### src/rtl/multi_phase_signal_ctrl_if.sv
// Bundle of demand inputs and signal-head outputs for the phase controller.
// Latency: none (wires only).
// Backpressure: none; demand is level-sensitive and outputs are always valid.
interface multi_phase_signal_ctrl_if #(
    parameter int N_PHASES    = 2,
    parameter int TIMER_WIDTH = 4
);
    localparam int PHASE_W = (N_PHASES > 1) ? $clog2(N_PHASES) : 1;

    // Timing strobe and demand from the debounced switch block.
    logic                     tick;
    logic [N_PHASES-1:0]      car_req;
    logic                     ped_req;

    // Signal heads towards the LED drivers plus status.
    logic [3*N_PHASES-1:0]    light;
    logic [1:0]               light_ped;
    logic [PHASE_W-1:0]       phase;
    logic [TIMER_WIDTH-1:0]   timer_out;

    // Side that provides demand and consumes the light pattern.
    modport master (
        output tick, car_req, ped_req,
        input  light, light_ped, phase, timer_out
    );

    // The controller itself.
    modport slave (
        input  tick, car_req, ped_req,
        output light, light_ped, phase, timer_out
    );
endinterface

### src/rtl/multi_phase_signal_ctrl.sv
// Round-robin traffic-signal controller: N vehicle phases + one pedestrian phase.
// Latency: state/phase registered; lights decoded from registers, change the cycle after the edge.
// Backpressure: none; demand is latched every clk and served when the sequencer reaches it.
module multi_phase_signal_ctrl #(
    parameter int N_PHASES    = 2,
    parameter int TIMER_WIDTH = 4,
    parameter int GREEN_MIN   = 3,
    parameter int GREEN_MAX   = 8,
    parameter int YELLOW_TIME = 2,
    parameter int ALLRED_TIME = 1,
    parameter int WALK_TIME   = 4
) (
    input  logic                    clk,
    input  logic                    rst,
    multi_phase_signal_ctrl_if.slave bus
);

    localparam int PHASE_W = (N_PHASES > 1) ? $clog2(N_PHASES) : 1;

    localparam logic [TIMER_WIDTH-1:0] TIMER_SAT  = '1;
    localparam logic [PHASE_W-1:0]     LAST_PHASE = PHASE_W'(N_PHASES - 1);
    localparam logic [PHASE_W:0]       N_WIDE     = (PHASE_W + 1)'(N_PHASES);

    localparam logic [2:0] LAMP_RED    = 3'b100;
    localparam logic [2:0] LAMP_YELLOW = 3'b010;
    localparam logic [2:0] LAMP_GREEN  = 3'b001;

    typedef enum logic [1:0] {
        ST_ALL_RED = 2'd0,
        ST_GREEN   = 2'd1,
        ST_YELLOW  = 2'd2,
        ST_WALK    = 2'd3
    } state_t;

    state_t                  state_q, state_d;
    logic [PHASE_W-1:0]      phase_q, phase_d;
    logic [TIMER_WIDTH-1:0]  timer_q, timer_d;
    logic [N_PHASES-1:0]     pending_q, pending_d;
    logic                    ped_pending_q, ped_pending_d;

    // Timer as a signed integer so threshold checks against small
    // parameters (possibly zero) stay ordinary signed comparisons.
    int                      timer_int;

    // Round-robin search results.
    logic                    rr_found;
    logic [PHASE_W-1:0]      rr_idx;
    logic [PHASE_W:0]        rr_sum;
    logic [PHASE_W-1:0]      rr_cand;

    // Green-phase decision terms.
    logic [N_PHASES-1:0]     phase_onehot;
    logic                    competing;
    logic                    own_demand;

    // Demand capture terms.
    logic [N_PHASES-1:0]     car_set;
    logic                    entering_green;
    logic                    entering_walk;

    assign timer_int    = int'(timer_q);
    assign phase_onehot = N_PHASES'(1) << phase_q;
    assign competing    = ped_pending_q | (|(pending_q & ~phase_onehot));
    assign own_demand   = bus.car_req[phase_q];

    // Find the first pending phase after the current one, wrapping around;
    // the current phase itself is checked last.
    always_comb begin
        rr_found = 1'b0;
        rr_idx   = phase_q;
        rr_sum   = '0;
        rr_cand  = '0;
        for (int k = 1; k <= N_PHASES; k++) begin
            rr_sum = {1'b0, phase_q} + (PHASE_W + 1)'(k);
            if (rr_sum >= N_WIDE) begin
                rr_sum = rr_sum - N_WIDE;
            end
            rr_cand = rr_sum[PHASE_W-1:0];
            if (!rr_found && pending_q[rr_cand]) begin
                rr_found = 1'b1;
                rr_idx   = rr_cand;
            end
        end
    end

    // Next-state logic: every transition is gated by the tick strobe.
    always_comb begin
        state_d = state_q;
        phase_d = phase_q;
        unique case (state_q)
            ST_ALL_RED: begin
                // Once the clearance interval is over, keep re-evaluating on
                // every tick so a saturated rest-in-red reacts to new demand.
                if (bus.tick && timer_int >= ALLRED_TIME - 1) begin
                    if (ped_pending_q) begin
                        state_d = ST_WALK;
                    end else if (rr_found) begin
                        state_d = ST_GREEN;
                        phase_d = rr_idx;
                    end
                end
            end
            ST_GREEN: begin
                // Held demand on the served phase extends green up to the
                // maximum; green only ends when someone else is waiting.
                if (bus.tick && competing &&
                    timer_int >= GREEN_MIN - 1 &&
                    (!own_demand || timer_int >= GREEN_MAX - 1)) begin
                    state_d = ST_YELLOW;
                end
            end
            ST_YELLOW: begin
                if (bus.tick && timer_int == YELLOW_TIME - 1) begin
                    state_d = ST_ALL_RED;
                end
            end
            ST_WALK: begin
                // phase is left alone so vehicle service resumes after the
                // phase that was served before the walk.
                if (bus.tick && timer_int == WALK_TIME - 1) begin
                    state_d = ST_ALL_RED;
                end
            end
            default: begin
                state_d = ST_ALL_RED;
            end
        endcase
    end

    // Timer: cleared on any state change, otherwise counts ticks and saturates.
    always_comb begin
        timer_d = timer_q;
        if (state_d != state_q) begin
            timer_d = '0;
        end else if (bus.tick && timer_q != TIMER_SAT) begin
            timer_d = timer_q + 1'b1;
        end
    end

    // Demand latching runs every clk; entry into service clears the served
    // request and that clear beats a same-cycle set.
    always_comb begin
        car_set = bus.car_req;
        if (state_q == ST_GREEN) begin
            car_set[phase_q] = 1'b0;
        end
        entering_green = (state_d == ST_GREEN) && (state_q != ST_GREEN);
        entering_walk  = (state_d == ST_WALK)  && (state_q != ST_WALK);

        pending_d = pending_q | car_set;
        if (entering_green) begin
            pending_d[phase_d] = 1'b0;
        end

        ped_pending_d = ped_pending_q | (bus.ped_req && (state_q != ST_WALK));
        if (entering_walk) begin
            ped_pending_d = 1'b0;
        end
    end

    // State register; reset discards all latched demand.
    always_ff @(posedge clk) begin
        if (rst) begin
            state_q       <= ST_ALL_RED;
            phase_q       <= LAST_PHASE;
            timer_q       <= '0;
            pending_q     <= '0;
            ped_pending_q <= 1'b0;
        end else begin
            state_q       <= state_d;
            phase_q       <= phase_d;
            timer_q       <= timer_d;
            pending_q     <= pending_d;
            ped_pending_q <= ped_pending_d;
        end
    end

    // Lamp decode: only the selected phase can show green or yellow.
    always_comb begin
        bus.light = '0;
        for (int i = 0; i < N_PHASES; i++) begin
            bus.light[3*i +: 3] = LAMP_RED;
            if (phase_q == PHASE_W'(i)) begin
                if (state_q == ST_GREEN) begin
                    bus.light[3*i +: 3] = LAMP_GREEN;
                end else if (state_q == ST_YELLOW) begin
                    bus.light[3*i +: 3] = LAMP_YELLOW;
                end
            end
        end
        bus.light_ped = (state_q == ST_WALK) ? 2'b01 : 2'b10;
    end

    assign bus.phase     = phase_q;
    assign bus.timer_out = timer_q;

endmodule
### src/flat_wrapper.sv
// flat-port wrapper written by rule: the top's interface ports become plain ports
module multi_phase_signal_ctrl_flat 
#(
    parameter int N_PHASES    = 2,
    parameter int TIMER_WIDTH = 4,
    parameter int GREEN_MIN   = 3,
    parameter int GREEN_MAX   = 8,
    parameter int YELLOW_TIME = 2,
    parameter int ALLRED_TIME = 1,
    parameter int WALK_TIME   = 4
)
  (clk, rst, bus_tick, bus_car_req, bus_ped_req, bus_light, bus_light_ped, bus_phase, bus_timer_out);
  multi_phase_signal_ctrl_if #(.N_PHASES(N_PHASES), .TIMER_WIDTH(TIMER_WIDTH)) bus_i ();
  input  logic clk;
  input  logic rst;
  input wire logic [$bits(bus_i.tick)-1:0] bus_tick;
  input wire logic [$bits(bus_i.car_req)-1:0] bus_car_req;
  input wire logic [$bits(bus_i.ped_req)-1:0] bus_ped_req;
  output wire logic [$bits(bus_i.light)-1:0] bus_light;
  output wire logic [$bits(bus_i.light_ped)-1:0] bus_light_ped;
  output wire logic [$bits(bus_i.phase)-1:0] bus_phase;
  output wire logic [$bits(bus_i.timer_out)-1:0] bus_timer_out;
  assign bus_i.tick = bus_tick;
  assign bus_i.car_req = bus_car_req;
  assign bus_i.ped_req = bus_ped_req;
  assign bus_light = bus_i.light;
  assign bus_light_ped = bus_i.light_ped;
  assign bus_phase = bus_i.phase;
  assign bus_timer_out = bus_i.timer_out;
  multi_phase_signal_ctrl #(.N_PHASES(N_PHASES), .TIMER_WIDTH(TIMER_WIDTH), .GREEN_MIN(GREEN_MIN), .GREEN_MAX(GREEN_MAX), .YELLOW_TIME(YELLOW_TIME), .ALLRED_TIME(ALLRED_TIME), .WALK_TIME(WALK_TIME)) u_core (.clk(clk), .rst(rst), .bus(bus_i));
endmodule
### config.mk
export PLATFORM = sky130hd
export DESIGN_NAME = multi_phase_signal_ctrl_flat
export DESIGN_NICKNAME = d
export VERILOG_FILES = /design/src/rtl/multi_phase_signal_ctrl_if.sv /design/src/rtl/multi_phase_signal_ctrl.sv /design/src/flat_wrapper.sv
export SDC_FILE = /design/constraint.sdc
export NUM_CORES = 1
export LEC_CHECK = 0
export CAP_MARGIN = 5
export CORE_MARGIN = 3
export CORE_UTILIZATION = 40
export CTS_CLUSTER_SIZE = 10
export DETAILED_ROUTE_END_ITERATION = 16
export PLACE_DENSITY = 0.73
export SLEW_MARGIN = 20
export SYNTH_ARGS = -nofsm -noshare
export SYNTH_HDL_FRONTEND = slang
export SYNTH_SLANG_ARGS = --single-unit
### constraint.sdc
create_clock -name clk -period 1.5 [get_ports clk]
set_input_delay 0.3 -clock clk [delete_from_list [all_inputs] [get_ports clk]]
set_output_delay 0.3 -clock clk [all_outputs]
set_load 0.01 [all_outputs]
==> results of run 1 <==
## worst paths after layout
check	slack, ns	end	start
worst max-delay path	-0.25	u_core.bus.timer_out[3]	u_core.bus.timer_out[0]
worst min-delay path	0.66	u_core.pending_q[1]	u_core.pending_q[1]
worst max register to register	-0.25	u_core.bus.timer_out[3]	u_core.bus.timer_out[0]
worst min register to register	0.66	u_core.pending_q[1]	u_core.pending_q[1]
## metrics by stage
stage	worst slack, ns	instances	hold slack (ns)	utilization (%)
final	-0.253	182	0.660	86.1
after global routing	-0.333	182	0.686	86.1
after CTS	-0.182	175	0.599	75.4
after detailed placement	-0.491	168	0.590	66.7
after global placement	-0.403	168	0.610	66.7
after floorplan	-0.0449	104	0.458	-
## cell families after synthesis
kind of cell / after synthesis
AOI/OAI and AO/OA: 30
DFF: 10
muxes: 3
and+or+nand+nor: 39
xor gates and xnor gates: 1
adders and majority gates: 9
buffers and inverters: 12
## state kept, by name (all words and copies together) (netlist names)
| name | cells |
|---|---|
| u_core.pending_q | 2 |
| u_core.bus.phase | 1 |
| u_core.ped_pending_q | 1 |
| u_core.state_q | 2 |
| u_core.bus.timer_out | 4 |
## power by group through the flow
| stage | clock network, W | registers, W | logic (W) |
|---|---|---|---|
| final | 0.000206 | 0.000491 | 0.00183 |
| after global routing | 0.000218 | 0.000498 | 0.00193 |
| after CTS | 0.000212 | 0.000466 | 0.00141 |
| after detailed placement | 0 | 0.000447 | 0.00116 |
| after global placement | 0 | 0.000444 | 0.00113 |
| after floorplan | 0 | 0.000454 | 0.000599 |
## Yosys cell counts (all sizes together) (2+ instances only)
cell type / instances
nand4bb: 2
nand2b: 2
and2: 2
nor4: 3
nand3: 5
nand2: 8
dfxtp: 10
nor2b: 3
nor2: 9
ha: 9
a21o: 2
a211oi: 3
mux2: 2
inv: 9
buf: 2
o21ai: 4
a21oi: 9
or4: 2
## layout by cell type (no fill, tap or decap), types with 3 or more instances in the layout
master	count
clkdlybuf4s50_1	4
dlygate4sd2_1	4
buf_2	5
buf_4	29
o21ai_1	3
nor2_1	8
dfxtp_4	5
ha_4	8
a21oi_1	8
dfxtp_1	3
buf_6	7
clkbuf_4	3
nand3_1	3
nand2_1	6
inv_1	4
## routing by layer
| layer | wire length, um | share of wire [%] | global-route usage [%] | vias to the layer above |
|---|---|---|---|---|
| li1 | - | - | - | 485 |
| met2 | 1810 | 49 | 40.3 | 78 |
| met4 | 162 | 4.4 | 6.99 | 0 |
| met5 | 0 | 0 | 0 | - |
| met1 | 1380 | 37 | 25.1 | 554 |
| met3 | 339 | 9.2 | 6.30 | 23 |
## critical path, delay by kind of cell, from the launching register on
kind / cells / cell delay, ns
AND/OR/NAND/NOR: 3 / 0.76
AO/OA/AOI/OAI: 2 / 0.28
buffers and inverters: 1 / 0.05
flip-flops: 1 / 0.39
adder cells (fa/ha/maj): 1 / 0.16
## cell type report
| type | count | area (sq um) | share of cell area [%] |
|---|---|---|---|
| Multi-Input combinational cell | 82 | 817 | 51.6 |
| Timing Repair Buffer | 52 | 442 | 27.9 |
| Sequential cell | 10 | 221 | 14.0 |
| Inverter | 9 | 46.3 | 2.92 |
| Tap cell | 25 | 31.3 | 1.97 |
| Clock buffer | 4 | 26.3 | 1.66 |
## what timing repair did
item,in CTS,in global routing
endpoints found under the setup margin,20,18
resized for setup,65,32
buffers inserted,3,7
pin swaps,11,14
==> impl_results.md, run 1 <==
- Detail Route Antenna Nets: 0
- Max FO, Critical Path: 5
- Clock latency on the worst-skew pair: 0.28 ns
- Peak supply drop: 1.30 mV
- Routed len/inst: 20.3 um
- Status: complete, but fails checks
- Core box area: 1840 sq um
- TritonCTS clock tree: done
- First-pass GRT wire length: 4510 um
- Root buffer cell: clkbuf_4
- Minimum clock period: 1.75 ns
- RSZ-0062 raised after global routing: yes
- Crit path largest cell delay: 0.45 ns
- Initial antenna violation count: 0
- PwrDens: 1590 nW/um^2
- Syn nets: 119
- Share of flip-flops with an asynchronous set or reset: 0%
- Crit path arrival time: 1.92 ns
- CTS buffer count: 3
- Setup CP Type: reg2reg
- Post-route setup slack: -0.253 ns
- Post-synthesis xor/xnor area fraction: 1.06%
- Hold Buf Count CTS: 0
- Final Hold Viols: 0
- Max_cap viols: 0
- Largest cells by area after synthesis: dfxtp_1 24%, ha_1 14%, a21oi_1 5.4%, inv_1 4.1%, nor2_1 4.1%
- Post-DP HPWL: 1900 um
- Combinational share of power: 72.4%
- Drt drc: 0
- Total power: 0.00252 W
- H-tree levels: 1
- DRT Pass-1 Iters: 4
- Max Slew Vio Count: 0
- Simple-gate share of the synthesized area: 25.9%
- Via count: 1,140
- DRT Wirelength: 3700 um
- Rows: 15
- Fin Setup TNS: -1.55 ns
- Grt ovf: 0
- Compound-Gate Fraction of Synth Area: 25.3%
- Share of post-route cells with drive strength above 1: 58.6%
- Initial Utilization: 45.1%
- Leakage: 0.668 nW
- Critical path's slowest cell: or4_4
- Clock Tree Buf Depth: 2
- Relative slew slack: 78.3%
- Synth unique cells: 40
- Net Sw Power: 0.00115 W
- Mapped Cells: 104
- Internal power: 0.00137 W
- Pin count of the biggest net entering global routing: 11
- Vias/cell: 6.26
- Hold crit path type: reg2reg
- Mux contribution to synthesized area: 3.92%
- Io pins: 19
- Sw Share: 45.7%
- GR Util All Layers: 22.3%
- Cell Area, Synth: 830 sq um
- Post-synth top area cell: dfxtp_1
- Post-synthesis sequential area ratio: 24.1%
- Top-area cell type share of the netlist area: 24.1%
- Avg Cell Area, Syn: 7.98 sq um
- Sequential share of power: 19.4%
- Layout fillers: 99
- PortBufs: 18
- Vias in the first global route: 1,040
- Post-Synth Adder-Cell Area: 13.6%
- Synth warn: 0
- Die X-Extent: 51.5 um
- Clk pwr share: 8.2%
- Post-Route Skew: 0.00312 ns
- Synth-to-layout area growth: 91.0%
- Starting DRT DRC Count: 56
- Nets: 173
- Crit-path cells: inv_2 > ha_2 > or4_4 > nand3_2 > a2111o_1 > o211ai_4 > nor4_1
- Critical Path Start Type: flip-flop
- Failing checks: setup timing
- Synth Flop Type: dfxtp_1
- Cell Area, Placed: 1230 sq um
- Worst Path Required: 1.67 ns
- DIE AREA: 2660 sq um
- Fin area: 1580 sq um
- Die Y: 51.5 um
- Clock transition at the registers of the reported paths: 0.07 ns
- CP endpoint kind: flip-flop
- Number of synthesized register bits: 10
- Tcrit/Tclk final: 117%
- Number of enable flip-flop cells after synthesis: 0
- Inserted Diodes: 0
- Clk sinks: 10
- Hold depth: 2
- Worst-Margin Slew: 0.326 ns
- Main combinational cell family by area after synthesis: simple AND/OR/NAND/NOR gates
- Fmax: 570 MHz
- Final setup vio count: 12
- GPL Wtd Cong: 0.880
- Worst Reg-to-Reg Cells: 7
No activity file was read; power rests on OpenSTA's default activity.
==> run 2, diff against run 1 <==
--- a/config.mk
+++ b/config.mk
@@ -10,7 +10,7 @@
 export CORE_UTILIZATION = 40
 export CTS_CLUSTER_SIZE = 10
 export DETAILED_ROUTE_END_ITERATION = 16
-export PLACE_DENSITY = 0.73
+export PLACE_DENSITY = 0.7
 export SLEW_MARGIN = 20
 export SYNTH_ARGS = -nofsm -noshare
 export SYNTH_HDL_FRONTEND = slang
==> constraint.sdc (replaced) <==
create_clock -name clk -period 1.7 [get_ports clk]
set_input_delay 0.34 -clock clk [delete_from_list [all_inputs] [get_ports clk]]
set_output_delay 0.34 -clock clk [all_outputs]
set_load 0.01 [all_outputs]
==> impl_results.md, run 2 (synthesis results as in run 1) <==
- First-pass GRT wire length: 4080 um (was 4510 um)
- Drt drc: 0 (unchanged)
- Setup CP Type: reg2out (was reg2reg)
- Hold crit path type: reg2reg (unchanged)
- Peak supply drop: 0.896 mV (was 1.30 mV)
- CP endpoint kind: output pin (was flip-flop)
- Cell Area, Placed: 1180 sq um (was 1230 sq um)
- Die X-Extent: 51.5 um (unchanged)
- Post-Route Skew: 0.00537 ns (was 0.00312 ns)
- Nets: 163 (was 173)
- Initial Utilization: 45.1% (unchanged)
- Worst Path Required: 1.36 ns (was 1.67 ns)
- Crit path arrival time: 1.32 ns (was 1.92 ns)
- Detail Route Antenna Nets: 0 (unchanged)
- Final Hold Viols: 0 (unchanged)
- DIE AREA: 2660 sq um (unchanged)
- Worst-Margin Slew: 0.290 ns (was 0.326 ns)
- Inserted Diodes: 0 (unchanged)
- Final setup vio count: 0 (was 12)
- Max FO, Critical Path: 7 (was 5)
- GR Util All Layers: 20.5% (was 22.3%)
- PortBufs: 18 (unchanged)
- Rows: 15 (unchanged)
- CTS buffer count: 3 (unchanged)
- Root buffer cell: clkbuf_4 (unchanged)
- Die Y: 51.5 um (unchanged)
- Clock transition at the registers of the reported paths: 0.06 ns (was 0.07 ns)
- H-tree levels: 1 (unchanged)
- Io pins: 19 (unchanged)
- DRT Wirelength: 2540 um (was 3700 um)
- PwrDens: 1290 nW/um^2 (was 1590 nW/um^2)
- Fmax: 604 MHz
- TritonCTS clock tree: done (unchanged)
- Vias/cell: 5.53 (was 6.26)
- Clock Tree Buf Depth: 2 (unchanged)
- Pin count of the biggest net entering global routing: 12 (was 11)
- Share of post-route cells with drive strength above 1: 43.8% (was 58.6%)
- Via count: 945 (was 1,140)
- Synth-to-layout area growth: 62.7% (was 91.0%)
- Max_cap viols: 0 (unchanged)
- Initial antenna violation count: 0 (unchanged)
- Hold Buf Count CTS: 0 (unchanged)
- GPL Wtd Cong: 0.909 (was 0.880)
- Dpl ws: -0.280 ns (was -0.491 ns)
- Critical Path Start Type: flip-flop (unchanged)
- Grt ovf: 0 (unchanged)
- Clock latency on the worst-skew pair: 0.27 ns (was 0.28 ns)
- Relative slew slack: 80.6% (was 78.3%)
- Max Slew Vio Count: 0 (unchanged)
- Total power: 0.00174 W (was 0.00252 W)
- Post-layout util: 73.4% (was 86.1%)
- Max reg flops: 4 (unchanged)
- Routed len/inst: 14.8 um (was 20.3 um)
- RSZ-0062 raised after global routing: yes (unchanged)
- DRT Pass-1 Iters: 4 (unchanged)
- Starting DRT DRC Count: 10 (was 56)
- Most frequent cells in the layout: 23 x buf_4, 9 x nor2_1, 8 x a21oi_1 (was 29 x buf_4, 8 x nor2_1, 8 x a21oi_1, 8 x ha_4, 7 x buf_6)
- Most common cell after layout, fill and taps aside: buf_4 (unchanged)
- Vias in the first global route: 978 (was 1,040)
- Status: completed (was complete, but fails checks)
- Tcrit/Tclk final: 97.5%
- Leakage: 0.577 nW (was 0.668 nW)
- Clk sinks: 10 (unchanged)
- Core box area: 1840 sq um (unchanged)
- Post-route setup slack: 0.0433 ns (was -0.253 ns)
- Post-DP HPWL: 1750 um (was 1900 um)
- Fin area: 1350 sq um (was 1580 sq um)
- Minimum clock period: 1.66 ns
- Layout fillers: 147 (was 99)
## run 2: changes by cell type in the layout (fill, tap and decap cells not counted), moves of 3 or more
cell / previous run / this run
buf_2: 5 / 0
buf_4: 29 / 23
buf_6: 7 / 2
clkbuf_2: 0 / 3
clkdlybuf4s50_1: 4 / 7
ha_1: 0 / 3
ha_4: 8 / 4
## run 2: path summary, 6_finish.rpt
check	from	endpoint	slack (ns)	depth (start not counted)
hold / removal	u_core.bus.timer_out[1]	u_core.bus.timer_out[1]	0.59	2
setup / recovery	u_core.state_q[0]	bus_light_ped[1]	0.04	4
hold reg to reg	u_core.bus.timer_out[1]	u_core.bus.timer_out[1]	0.59	2
setup reg to reg	u_core.bus.timer_out[0]	u_core.bus.timer_out[0]	0.04	7
## run 2: what timing repair did
action / 4_1_cts / 5_1_grt
buffers inserted: 2 / 2
gates resized for setup: 24 / 31
pin swaps: 8 / 15
endpoints found under the setup margin: 16 / 17
## run 2: power breakdown
part / switching, W / internal, W / leakage (nW)
Combinational: 0.000577 / 0.000583 / 0.478
Clock: 0.0000857 / 0.0000820 / 0.0138
Sequential: 0.000102 / 0.000309 / 0.0854
Total: 0.000764 / 0.000974 / 0.577
## run 2: stage by stage
stage / std cells / hold WS (ns) / TNS, ns
floorplan: 104 / 0.498 / 0
global placement: 164 / 0.594 / -1.64
detailed placement: 164 / 0.604 / -1.94
CTS: 169 / 0.591 / -0.203
global route: 171 / 0.609 / -0.296
finish: 171 / 0.592 / 0
## run 2: worst max-delay path, cell delays in order (launching register included)
cell	delay, ns
dfxtp_4	0.36
buf_4	0.17
ha_4	0.18
inv_1	0.06
dlygate4sd2_1	0.27
## run 2: final cells by class
| cell class | instances | area [sq um] | share of cell area (%) |
|---|---|---|---|
| multi-input cells | 82 | 691 | 51.2 |
| repair buffers | 42 | 355 | 26.3 |
| flip-flops and latches | 10 | 214 | 15.8 |
| inverters | 9 | 36.3 | 2.69 |
| well taps | 25 | 31.3 | 2.32 |
| clock buffers | 3 | 22.5 | 1.67 |
## run 2: per-layer routing
metal / track usage, % / part of all wire, % / vias to the layer above / wire [um]
li1: - / - / 467 / -
met1: 22.0 / 43 / 446 / 1080
met2: 37.1 / 51 / 25 / 1290
met3: 4.01 / 4.3 / 7 / 108
met4: 11.8 / 2.2 / 0 / 55
met5: 0 / 0 / - / 0
==> run 3, diff against run 2 <==
--- a/config.mk
+++ b/config.mk
@@ -10,6 +10,7 @@
 export CORE_UTILIZATION = 40
 export CTS_CLUSTER_SIZE = 10
 export DETAILED_ROUTE_END_ITERATION = 16
+export GPL_TIMING_DRIVEN = 0
 export PLACE_DENSITY = 0.7
 export SLEW_MARGIN = 20
 export SYNTH_ARGS = -nofsm -noshare
==> constraint.sdc (replaced) <==
create_clock -name clk -period 1.7 [get_ports clk]
set_input_delay 0.17 -clock clk [delete_from_list [all_inputs] [get_ports clk]]
set_output_delay 0.17 -clock clk [all_outputs]
set_load 0.01 [all_outputs]
==> impl_results.md, run 3 (synthesis results as in run 1) <==
- Crit-path cells: inv_2 > ha_1 > or4_4 > nand3_2 > a2111o_1 > o211ai_4 > nor4_1 (was buf_4 > ha_4 > inv_1 > dlygate4sd2_1)
- Fin area: 1290 sq um (was 1350 sq um)
- Most frequent cells in the layout: 11 x clkdlybuf4s50_1, 9 x buf_4, 8 x nor2_1 (was 23 x buf_4, 9 x nor2_1, 8 x a21oi_1)
- RSZ-0062 raised after global routing: yes (unchanged)
- Die Y: 51.5 um (unchanged)
- Final setup vio count: 2 (was 0)
- Fmax: 580 MHz (was 604 MHz)
- Max_cap viols: 0 (unchanged)
- Failing checks: setup timing
- Pin count of the biggest net entering global routing: 11 (was 12)
- Starting DRT DRC Count: 17 (was 10)
- Final Hold Viols: 0 (unchanged)
- Setup CP Type: reg2reg (was reg2out)
- PortBufs: 18 (unchanged)
- Most common cell after layout, fill and taps aside: clkdlybuf4s50_1 (was buf_4)
- Initial Utilization: 45.1% (unchanged)
- Die X-Extent: 51.5 um (unchanged)
- Inserted Diodes: 0 (unchanged)
- Hold Buf Count CTS: 0 (unchanged)
- Worst-Margin Slew: 0.546 ns (was 0.290 ns)
- Clk sinks: 10 (unchanged)
- DRT Wirelength: 2490 um (was 2540 um)
- Grt ovf: 0 (unchanged)
- H-tree levels: 1 (unchanged)
- Vias/cell: 5.82 (was 5.53)
- Minimum clock period: 1.72 ns (was 1.66 ns)
- CTS buffer count: 3 (unchanged)
- Post-route setup slack: -0.0238 ns (was 0.0433 ns)
- CP endpoint kind: flip-flop (was output pin)
- Cell Area, Placed: 1040 sq um (was 1180 sq um)
- Relative slew slack: 63.6% (was 80.6%)
- Worst Path Required: 1.88 ns (was 1.36 ns)
- Via count: 926 (was 945)
- Clock transition at the registers of the reported paths: 0.07 ns (was 0.06 ns)
- Share of post-route cells with drive strength above 1: 38.8% (was 43.8%)
- Total power: 0.00169 W (was 0.00174 W)
- Nets: 151 (was 163)
- Worst path top cell family by delay: simple AND/OR/NAND/NOR gates (was buffers and inverters)
- PwrDens: 1310 nW/um^2 (was 1290 nW/um^2)
- Rows: 15 (unchanged)
- Drt drc: 0 (unchanged)
- Crit path largest cell delay: 0.44 ns (was 0.36 ns)
- Clock latency on the worst-skew pair: 0.27 ns (about the same)
- Max Slew Vio Count: 0 (unchanged)
- Peak supply drop: 0.824 mV (was 0.896 mV)
- Max FO, Critical Path: 5 (was 7)
- WP buf/inv: 1 (was 3)
- Max reg flops: 4 (unchanged)
- Status: complete, but fails checks (was completed)
- Post-DP HPWL: 1550 um (was 1750 um)
- GPL Wtd Cong: 0.808 (was 0.909)
- Post-Route Skew: 0.00111 ns (was 0.00537 ns)
- Vias in the first global route: 877 (was 978)
- Synth-to-layout area growth: 55.8% (was 62.7%)
- Root buffer cell: clkbuf_4 (unchanged)
- DIE AREA: 2660 sq um (unchanged)
- Initial antenna violation count: 0 (unchanged)
- Crit path arrival time: 1.90 ns (was 1.32 ns)
- Core box area: 1840 sq um (unchanged)
- Post-layout util: 70.3% (was 73.4%)
- Detail Route Antenna Nets: 0 (unchanged)
- Io pins: 19 (unchanged)
- GR Util All Layers: 17.9% (was 20.5%)
- Routed len/inst: 15.6 um (was 14.8 um)
- DRT Pass-1 Iters: 4 (unchanged)
- First-pass GRT wire length: 3670 um (was 4080 um)
- Tcrit/Tclk final: 101% (was 97.5%)
- TritonCTS clock tree: done (unchanged)
- Clock Tree Buf Depth: 2 (unchanged)
- Hold crit path type: in2reg (was reg2reg)
- Critical Path Start Type: flip-flop (unchanged)
- Hold WS: 0.544 ns (was 0.592 ns)
- Leakage: 0.495 nW (was 0.577 nW)
- Critical path's slowest cell: or4_4 (was dfxtp_4)
-- run 3: repair_timing --
item,CTS,global route
endpoints found under the setup margin,15,8
setup buffers,4,5
pin swaps,6,9
gates resized for setup,21,29
-- run 3: path summary, 6_finish.rpt --
check,slack [ns],end,from,depth (start not counted)
min reg2reg,0.64,u_core.bus.timer_out[0],u_core.bus.timer_out[0],3
min,0.54,u_core.bus.timer_out[2],rst,3
max reg2reg,-0.02,u_core.bus.timer_out[0],u_core.bus.timer_out[0],7
max,-0.02,u_core.bus.timer_out[0],u_core.bus.timer_out[0],7
-- run 3: tightest hold or removal path: cells and delay by family --
family,cells,cell delay (ns)
buffers and inverters,1,0.47
and+or+nand+nor,2,0.14
-- run 3: metal layers --
layer	vias up	wire length, um	global-route usage, %
met4	0	25	6.11
met1	446	1090	22.1
met5	-	0	0
met3	2	114	3.15
li1	443	-	-
met2	35	1260	30.9
-- run 3: metrics by stage --
stage                     cells  setup TNS [ns]  worst slack (ns)
after floorplan             104               0            0.0346
after global placement      147           -1.00            -0.250
after detailed placement    147           -1.37            -0.269
after CTS                   154               0          0.000413
after global routing        159          -0.585           -0.0927
final                       159         -0.0253           -0.0238
-- run 3: layout make-up --
| type | instances | area, sq um |
|---|---|---|
| Timing Repair Buffer | 27 | 239 |
| Multi-Input combinational cell | 82 | 729 |
| Fill cell | 166 | 547 |
| Tap cell | 25 | 31.3 |
| Sequential cell | 10 | 216 |
| Clock buffer | 3 | 22.5 |
| Inverter | 9 | 33.8 |
| Buffer | 3 | 20.0 |
-- run 3: power by group --
part / switching, W / internal [W] / total [W]
clock: 0.0000905 / 0.0000822 / 0.000173
sequential: 0.000128 / 0.000314 / 0.000442
combinational: 0.000570 / 0.000509 / 0.00108
